[config.mk]
export PLATFORM = sky130hd
export DESIGN_NAME = loop_ctrl
export DESIGN_NICKNAME = d
export VERILOG_FILES = /design/src/rtl/loop_ctrl_pkg.sv /design/src/rtl/iter_counter.sv /design/src/rtl/loop_ctrl.sv
export SDC_FILE = /design/constraint.sdc
export NUM_CORES = 1
export LEC_CHECK = 0
export ABC_AREA = 1
export CAP_MARGIN = 20
export CORE_ASPECT_RATIO = 1.1
export CORE_MARGIN = 1
export CORE_UTILIZATION = 52
export DETAILED_ROUTE_END_ITERATION = 8
export PLACE_DENSITY = 0.84
export SYNTH_ARGS = -nofsm -noshare
export SYNTH_HDL_FRONTEND = slang
export SYNTH_HIERARCHICAL = 1
export SYNTH_SLANG_ARGS = --single-unit
export TNS_END_PERCENT = 10
[constraint.sdc]
create_clock -name clk -period 5.3 [get_ports clk]
set_input_delay 1.06 -clock clk [delete_from_list [all_inputs] [get_ports clk]]
set_output_delay 1.06 -clock clk [all_outputs]
set_load 0.05 [all_outputs]
[src/rtl/loop_ctrl_pkg.sv]
// loop_ctrl_pkg: shared state encoding and operand-select constants
package loop_ctrl_pkg;
    typedef enum logic [2:0] {
        IDLE  = 3'd0,
        FETCH = 3'd1,
        LOAD  = 3'd2,
        PH_A  = 3'd3,
        PH_B  = 3'd4,
        STEP  = 3'd5
    } state_t;
    localparam logic OP_DEFAULT  = 1'b1;
    localparam logic OP_FEEDBACK = 1'b0;
endpackage

[src/rtl/iter_counter.sv]
// iter_counter: loadable iteration index with latched target and terminal compare
module iter_counter
    import loop_ctrl_pkg::*;
#(
    parameter int CNT_W = 8
) (
    input  logic             clk,
    input  logic             rst,
    input  logic             load,
    input  logic             inc,
    input  logic [CNT_W-1:0] target_in,
    output logic [CNT_W-1:0] idx,
    output logic             last,
    output logic             zero
);
    logic [CNT_W-1:0] target;
    // load latches a new target and restarts the index; inc advances it
    always_ff @(posedge clk) begin
        if (rst) begin
            target <= '0;
            idx    <= '0;
        end else if (load) begin
            target <= target_in;
            idx    <= '0;
        end else if (inc) begin
            idx <= idx + 1'b1;
        end
    end
    assign last = idx == target - 1'b1;
    assign zero = target == '0;
endmodule

[src/rtl/loop_ctrl.sv]
// loop_ctrl: fetch/load then counted PH_A/PH_B/STEP loop controller
module loop_ctrl
    import loop_ctrl_pkg::*;
#(
    parameter int CNT_W     = 8,
    parameter int N_SEL     = 4,
    parameter int DONE_HOLD = 0
) (
    input  logic             clk,
    input  logic             rst,
    input  logic             start,
    input  logic             abort,
    input  logic [CNT_W-1:0] iter_count,
    output logic [N_SEL-1:0] op_sel,
    output logic             regs_en,
    output logic             m_en,
    output logic             sel,
    output logic             f_en,
    output logic             cnt_en,
    output logic             busy,
    output logic             done,
    output logic [CNT_W-1:0] iter_idx
);
    state_t state, next;
    logic   accept, complete, last, zero, done_q;

    assign accept = state == IDLE && start && !abort;
    assign busy   = state != IDLE;
    assign done   = !abort && (complete || (DONE_HOLD != 0 && done_q));

    iter_counter #(.CNT_W(CNT_W)) u_cnt (
        .clk       (clk),
        .rst       (rst),
        .load      (accept),
        .inc       (cnt_en && !last),
        .target_in (iter_count),
        .idx       (iter_idx),
        .last      (last),
        .zero      (zero)
    );

    // state register
    always_ff @(posedge clk) begin
        if (rst) state <= IDLE;
        else     state <= next;
    end

    // sticky completion flag, only visible on done when DONE_HOLD is set
    always_ff @(posedge clk) begin
        if (rst || accept || abort) done_q <= 1'b0;
        else if (complete)          done_q <= 1'b1;
    end

    // next-state and Moore output decode; abort kills enables and completion
    always_comb begin
        next     = state;
        op_sel   = {N_SEL{OP_DEFAULT}};
        regs_en  = 1'b0;
        m_en     = 1'b0;
        sel      = 1'b0;
        f_en     = 1'b0;
        cnt_en   = 1'b0;
        complete = 1'b0;
        case (state)
            IDLE:  next = accept ? FETCH : IDLE;
            FETCH: begin
                m_en = 1'b1;
                next = LOAD;
            end
            LOAD: begin
                regs_en  = 1'b1;
                complete = zero;
                next     = zero ? IDLE : PH_A;
            end
            PH_A: begin
                sel  = 1'b1;
                f_en = 1'b1;
                next = PH_B;
            end
            PH_B: begin
                m_en    = 1'b1;
                f_en    = 1'b1;
                regs_en = 1'b1;
                op_sel  = {N_SEL{OP_FEEDBACK}};
                next    = STEP;
            end
            STEP: begin
                cnt_en   = 1'b1;
                complete = last;
                next     = last ? IDLE : PH_A;
            end
            default: next = IDLE;
        endcase
        if (abort && state != IDLE) begin
            regs_en  = 1'b0;
            m_en     = 1'b0;
            f_en     = 1'b0;
            cnt_en   = 1'b0;
            complete = 1'b0;
            next     = IDLE;
        end
    end
endmodule

Word-level counts from Yosys, hierarchy flattened
Cells that the tools add are included.
{ "word_totals": {"register_bits": 19, "input_bits": 12, "output_inout_bits": 19, "wordCells": 42} }
{ "op_classes": {"n_addsub": 2, "eq_ne": 6, "mux": 16, "n_reduce_logical": 15} }
{ "ops": {"columns": ["operator", "count"], "rows": [
  ["$pmux 3 s6", 1],
  ["$mux 1", 11],
  ["$reduce_or 2->1", 5],
  ["$add 8x1->8 const B", 1],
  ["$eq 8x8->1", 1],
  ["$logic_not 8->1", 1],
  ["$sub 8x1->8 const B", 1],
  ["$eq 3x2->1 const B", 2],
  ["$eq 3x3->1 const B", 2],
  ["$logic_and 1x1->1", 5],
  ["$mux 2", 2],
  ["$mux 4", 1],
  ["$eq 3x1->1 const B", 1],
  ["$logic_not 3->1", 1],
  ["$reduce_bool 3->1", 1],
  ["$logic_not 1->1", 2],
  ["$pmux 1 s2", 1]
]} }

Logic depth before layout (Yosys ltp)
{ "depth": {"ltp_word": 5, "ltp_mapped": 18, "mapped_depth_nobuf": 18} }

Modules after synthesis
The synthesis kept the hierarchy.
{ "modules_own_cells": {"columns": ["mod", "n_inst", "cells_per_inst", "area_each_um2", "seq_area_each_um2"], "rows": [
  ["iter_counter", 1, 145, 948.4, 320.3],
  ["loop_ctrl", 1, 46, 269.0, 60.1]
]} }

Worst setup path after synthesis
No wires, ideal clock.
{ "synth_timing": {"path_kind": "flip-flop to output port", "from": "reg u_cnt.idx[1]", "to": "out done", "arrival_ns": 2.105, "required_ns": 4.240, "path_slack_ns": 2.135, "stages_incl_launch_ff": 11, "n_path_buf": 0, "cell_sequence": "dfxtp_1 > inv_1 > nand2_1 > nand2_1 > nor2_1 > nand3_1 > nor2_1 > nand2_1 > nor2_1 > inv_1 > o22ai_1"} }
{ "synth_between": {"elab_chain_cells": 4} }
{ "synth_rtl": {"columns": ["element", "line", "text"], "rows": [
  ["from (decl)", "iter_counter.sv:12", "output logic [CNT_W-1:0] idx,"],
  ["from (signal assigned)", "iter_counter.sv:26", "idx <= idx + 1'b1;"],
  ["$eq 8x8->1", "iter_counter.sv:29", "assign last = idx == target - 1'b1;"],
  ["via last", "loop_ctrl.sv:25", "logic accept, complete, last, zero, done_q;"],
  ["$pmux 1 s2", "loop_ctrl.sv:64", "case (state)"],
  ["$mux 1", "loop_ctrl.sv:94", "if (abort && state != IDLE) begin"],
  ["$logic_and 1x1->1", "loop_ctrl.sv:29", "assign done = !abort && (complete || (DONE_HOLD != 0 && done_q));"],
  ["to (decl)", "loop_ctrl.sv:21", "output logic done,"]
]} }
The timed path passes the listed nets, and every way through them passes these cells.

Final worst setup path
{ "layout_timing": {"from": "in abort", "to": "out done"} }
{ "layout_between": {"elab_chain_cells": 3, "elab_cells_between_ends": 4, "classes_between": "mux: 1; reduce/logical: 3"} }
{ "layout_rtl": {"columns": ["element", "line", "text"], "rows": [
  ["from (decl)", "loop_ctrl.sv:12", "input logic abort,"],
  ["$logic_and 1x1->1", "loop_ctrl.sv:94", null],
  ["$mux 1", "loop_ctrl.sv:94", null],
  ["$logic_and 1x1->1 (*)", "loop_ctrl.sv:29", null]
]} }
Every way passes the cells marked *; elsewhere a longest branch is shown, timed or not.

==> run_results.csv <==
group,metric,value,unit
status,outcome,"finished, violations left",
status,violations,"DRC",
logic_synthesis,ys_seq_area_share,31.2,%
setup_path,cp_slowest_stage_delay,0.82,ns
setup_path,path_buf_inv,3,
global_route,grt_max_degree,13,
setup_path,path_common_cell,"clkdlybuf4s50_1",
timing,finalHoldViolations,0,
global_route,grt-ovfl-total,0,
global_route,first_global_vias,1126,
clock_network,clk_pin_slew_worst_paths,0.11,ns
setup_path,critPathTopFamily,"buffers and inverters",
logic_synthesis,ys_types,26,
detailed_routing,drt_wl_total,2930,um
floorplanning,core,0.00223,mm2
timing,slew_headroom,66.7,%
pwr,swShare,33.9,%
detailed_routing,post_drt_wl_per_cell,11.7,um
worst_hold_path,min_path_cells,2,
layout,design_area,0.00155,mm2
worst_hold_path,hp-class,"flip-flop to flip-flop",
pwr,p_int,211,uW
setup_path,worstSetupPathType,"primary input to primary output",
detailed_routing,drtAntennaViolNets,0,
layout,seq_area,380,um2
placement,hpwl,2340,um
clock_network,clk_latency,0.30,ns
placement,portBuffers,30,
logic_synthesis,synth-simple-area-share,37.5,%
logic_synthesis,ys_ff_latch,19,
setup_path,cp_cell_sequence,"clkdlybuf4s50_1 > inv_1 > nand4_1 > o22ai_1 > clkdlybuf4s50_1",
logic_synthesis,postSynth.asyncResetShare,0,%
layout,drive_gt1_share,7.27,%
detailed_routing,viasPerCell,5.20,
clock_network,cts_root_buffer,"clkbuf_4",
clock_network,cts_tree,"done",
pwr,vdd.ir_drop.worst,0.179,mV
detailed_routing,vias,1299,
pwr,p_switching,108,uW
setup_path,cp_max_fo,3,
timing,finalSetupViolCount,0,
logic_synthesis,ys.flop_type,"dfxtp_1",
placement,dp.cells,246,
logic_synthesis,synth_xor_area_share,4.32,%
logic_synthesis,avgSynthCellArea,6.37,um2
run,maxCapViolations,0,
placement,dpl-instance-area,0.00152,mm2
layout,fillers,185,
logic_synthesis,ys_top_cells_by_count,"nand2_1, inv_1, nor2_1",
global_route,grt_use_total,25.8,%
floorplanning,pin_count,31,
placement,place.gp.congestion,0.901,
layout,multi_input_area,688,um2
pwr,seq_power_share,48.7,%
placement,post-place-ws,1.54,ns
setup_path,r2r_end,"u_cnt/idx[6]",
logic_synthesis,yosys-top-cells-area,"dfxtp_1, nand2_1, inv_1",
floorplanning,die_w,48.1,um
pwr,p_leak,0.689,nW
floorplanning,die_h,52.7,um
worst_hold_path,hold_path.startpoint,"u_cnt/target[7]",
timing,rsz0062_at_grt,"no",
timing,fmax,264,MHz
logic_synthesis,yosys-mux-area-fraction,0,%
logic_synthesis,synth_top_family_by_area,"simple AND/OR/NAND/NOR gates",
timing,tightest_slew,0.498,ns
logic_synthesis,synth.most_common_cell,"nand2_1",
setup_path,critPathArrivalTime,2.73,ns
logic_synthesis,ys_warn_count,6,
global_route,antenna_found_initial,0,
clock_network,clockBufferDepth,2,
detailed_routing,drc_errors,1,
global_route,grt_pass1_wl,4600,um
timing,slew_viol_final,0,
logic_synthesis,netlist_area,0.00122,mm2
layout,syn2layout_area_growth,27.3,%
detailed_routing,drt_iter0_drc,41,
setup_path,start_kind,"primary input",
setup_path,cp_slowest_cell,"clkdlybuf4s50_1",
clock_network,cts-resized-gates,0,
setup_path,r2r_slack,2.60,ns
clock_network,post-cts-setup-buffer-count,0,
clock_network,cts.sinks,19,
logic_synthesis,yosysTopAreaCell,"dfxtp_1",
logic_synthesis,synth-edff-count,0,
logic_synthesis,syn_nets,206,
pwr,clkPwrFrac,23.4,%
clock_network,postCtsHoldBufs,0,
layout,fin_nets,236,
floorplanning,start_util,54.6,%
logic_synthesis,yosysTopAreaCellShare,31.2,%
logic_synthesis,synthCells,191,
logic_synthesis,synth_fa_ha_area_share,3.08,%
setup_path,rr_startpoint,"u_cnt/target[0]",
layout,final_cells,250,
setup_path,worstSetupEndpointType,"primary output",
detailed_routing,firstDrtPassIters,6,
setup_path,crit_required,4.24,ns
setup_path,reg2reg_depth,18,
logic_synthesis,synth_compound_area_share,11.6,%
timing,min_period_over_period,71.5,%
timing,fin_ws,1.51,ns
clock_network,htree_num_levels,1,
clock_network,cts_made_buffers,3,
pwr,p_comb_share,27.9,%
worst_hold_path,holdPathEnd,"u_cnt/target[7]",
timing,setup_tns,0,ns
timing,fin_skew,0.000788,ns
floorplanning,die_area,0.00254,mm2
layout,antennaDiodeCount,0,
timing,period_needed,3.79,ns
pwr,powerDensity,206,mW/mm2
floorplanning,row_count,18,
metrics by stage:
step                      hold slack [ns]  utilization (%)  total power, mW
final                               0.508             69.5            0.319
after global routing                0.549             69.5            0.337
after CTS                           0.511             69.5            0.321
after detailed placement            0.497             68.3            0.246
after global placement              0.492             68.3            0.243
after floorplan                     0.465                -            0.220
worst max-delay path by stage:
| stage | startpoint | to | depth (start not counted) |
|---|---|---|---|
| global placement | abort | done | 5 |
| CTS | abort | done | 5 |
| detailed placement | abort | done | 5 |
| floorplan | u_cnt/idx[1] | done | 10 |
| finish | abort | done | 5 |
| global route | u_cnt/target[0] | done | 13 |
logic make-up (layout without fill, tap and decap cells):
family,count (synthesis),after routing
AO/OA/AOI/OAI,25,25
XOR/XNOR,6,6
adder cells (fa/ha/maj),3,3
buffers and inverters,36,65
flip-flops,19,19
AND/OR/NAND/NOR,102,102
final cells by class:
type | instances | share of cell area (%)
inverters | 31 | 7.51
flip-flops and latches | 19 | 24.5
well taps | 30 | 2.42
repair buffers | 30 | 19.4
clock buffers | 3 | 1.45
multi-input cells | 136 | 44.4
clock inverters | 1 | 0.323
cells in the final DEF, fill, tap and decap left out, types with 4 or more instances in the layout:
cell type,netlist,layout
a211oi_1,4,4
a21oi_1,14,14
clkdlybuf4s50_1,0,30
dfxtp_1,19,19
inv_1,29,29
nand2_1,48,48
nand2_2,4,4
nand3_1,9,9
nor2_1,28,28
power by group through the flow:
stage               clock [mW]  combinational [mW]  sequential (mW)
floorplan                    0              0.0631            0.157
global placement             0              0.0842            0.158
detailed placement           0              0.0877            0.159
CTS                     0.0771              0.0882            0.155
global route            0.0825              0.0979            0.157
finish                  0.0747              0.0890            0.156
state kept, by name (all words and copies together), names as in the netlist:
name	flops
state	3
u_cnt/target	8
u_cnt/idx	8
worst register-to-register path: cells and delay by family, from the launching register on:
family / cells / cell delay, ns
AND/OR/NAND/NOR: 14 / 1.64
flip-flops: 1 / 0.39
adder cells (fa/ha/maj): 1 / 0.31
buffers and inverters: 3 / 0.25
routing by layer:
metal  GRT usage (%)  wire length, um  vias to the layer above
met3            4.48               91                        2
met4            9.72               16                        0
li1                -                -                      657
met2            45.5             1560                       31
met1            29.7             1260                      609
met5               0                0                        -
Note: power is estimated with default switching activity, not from simulation.
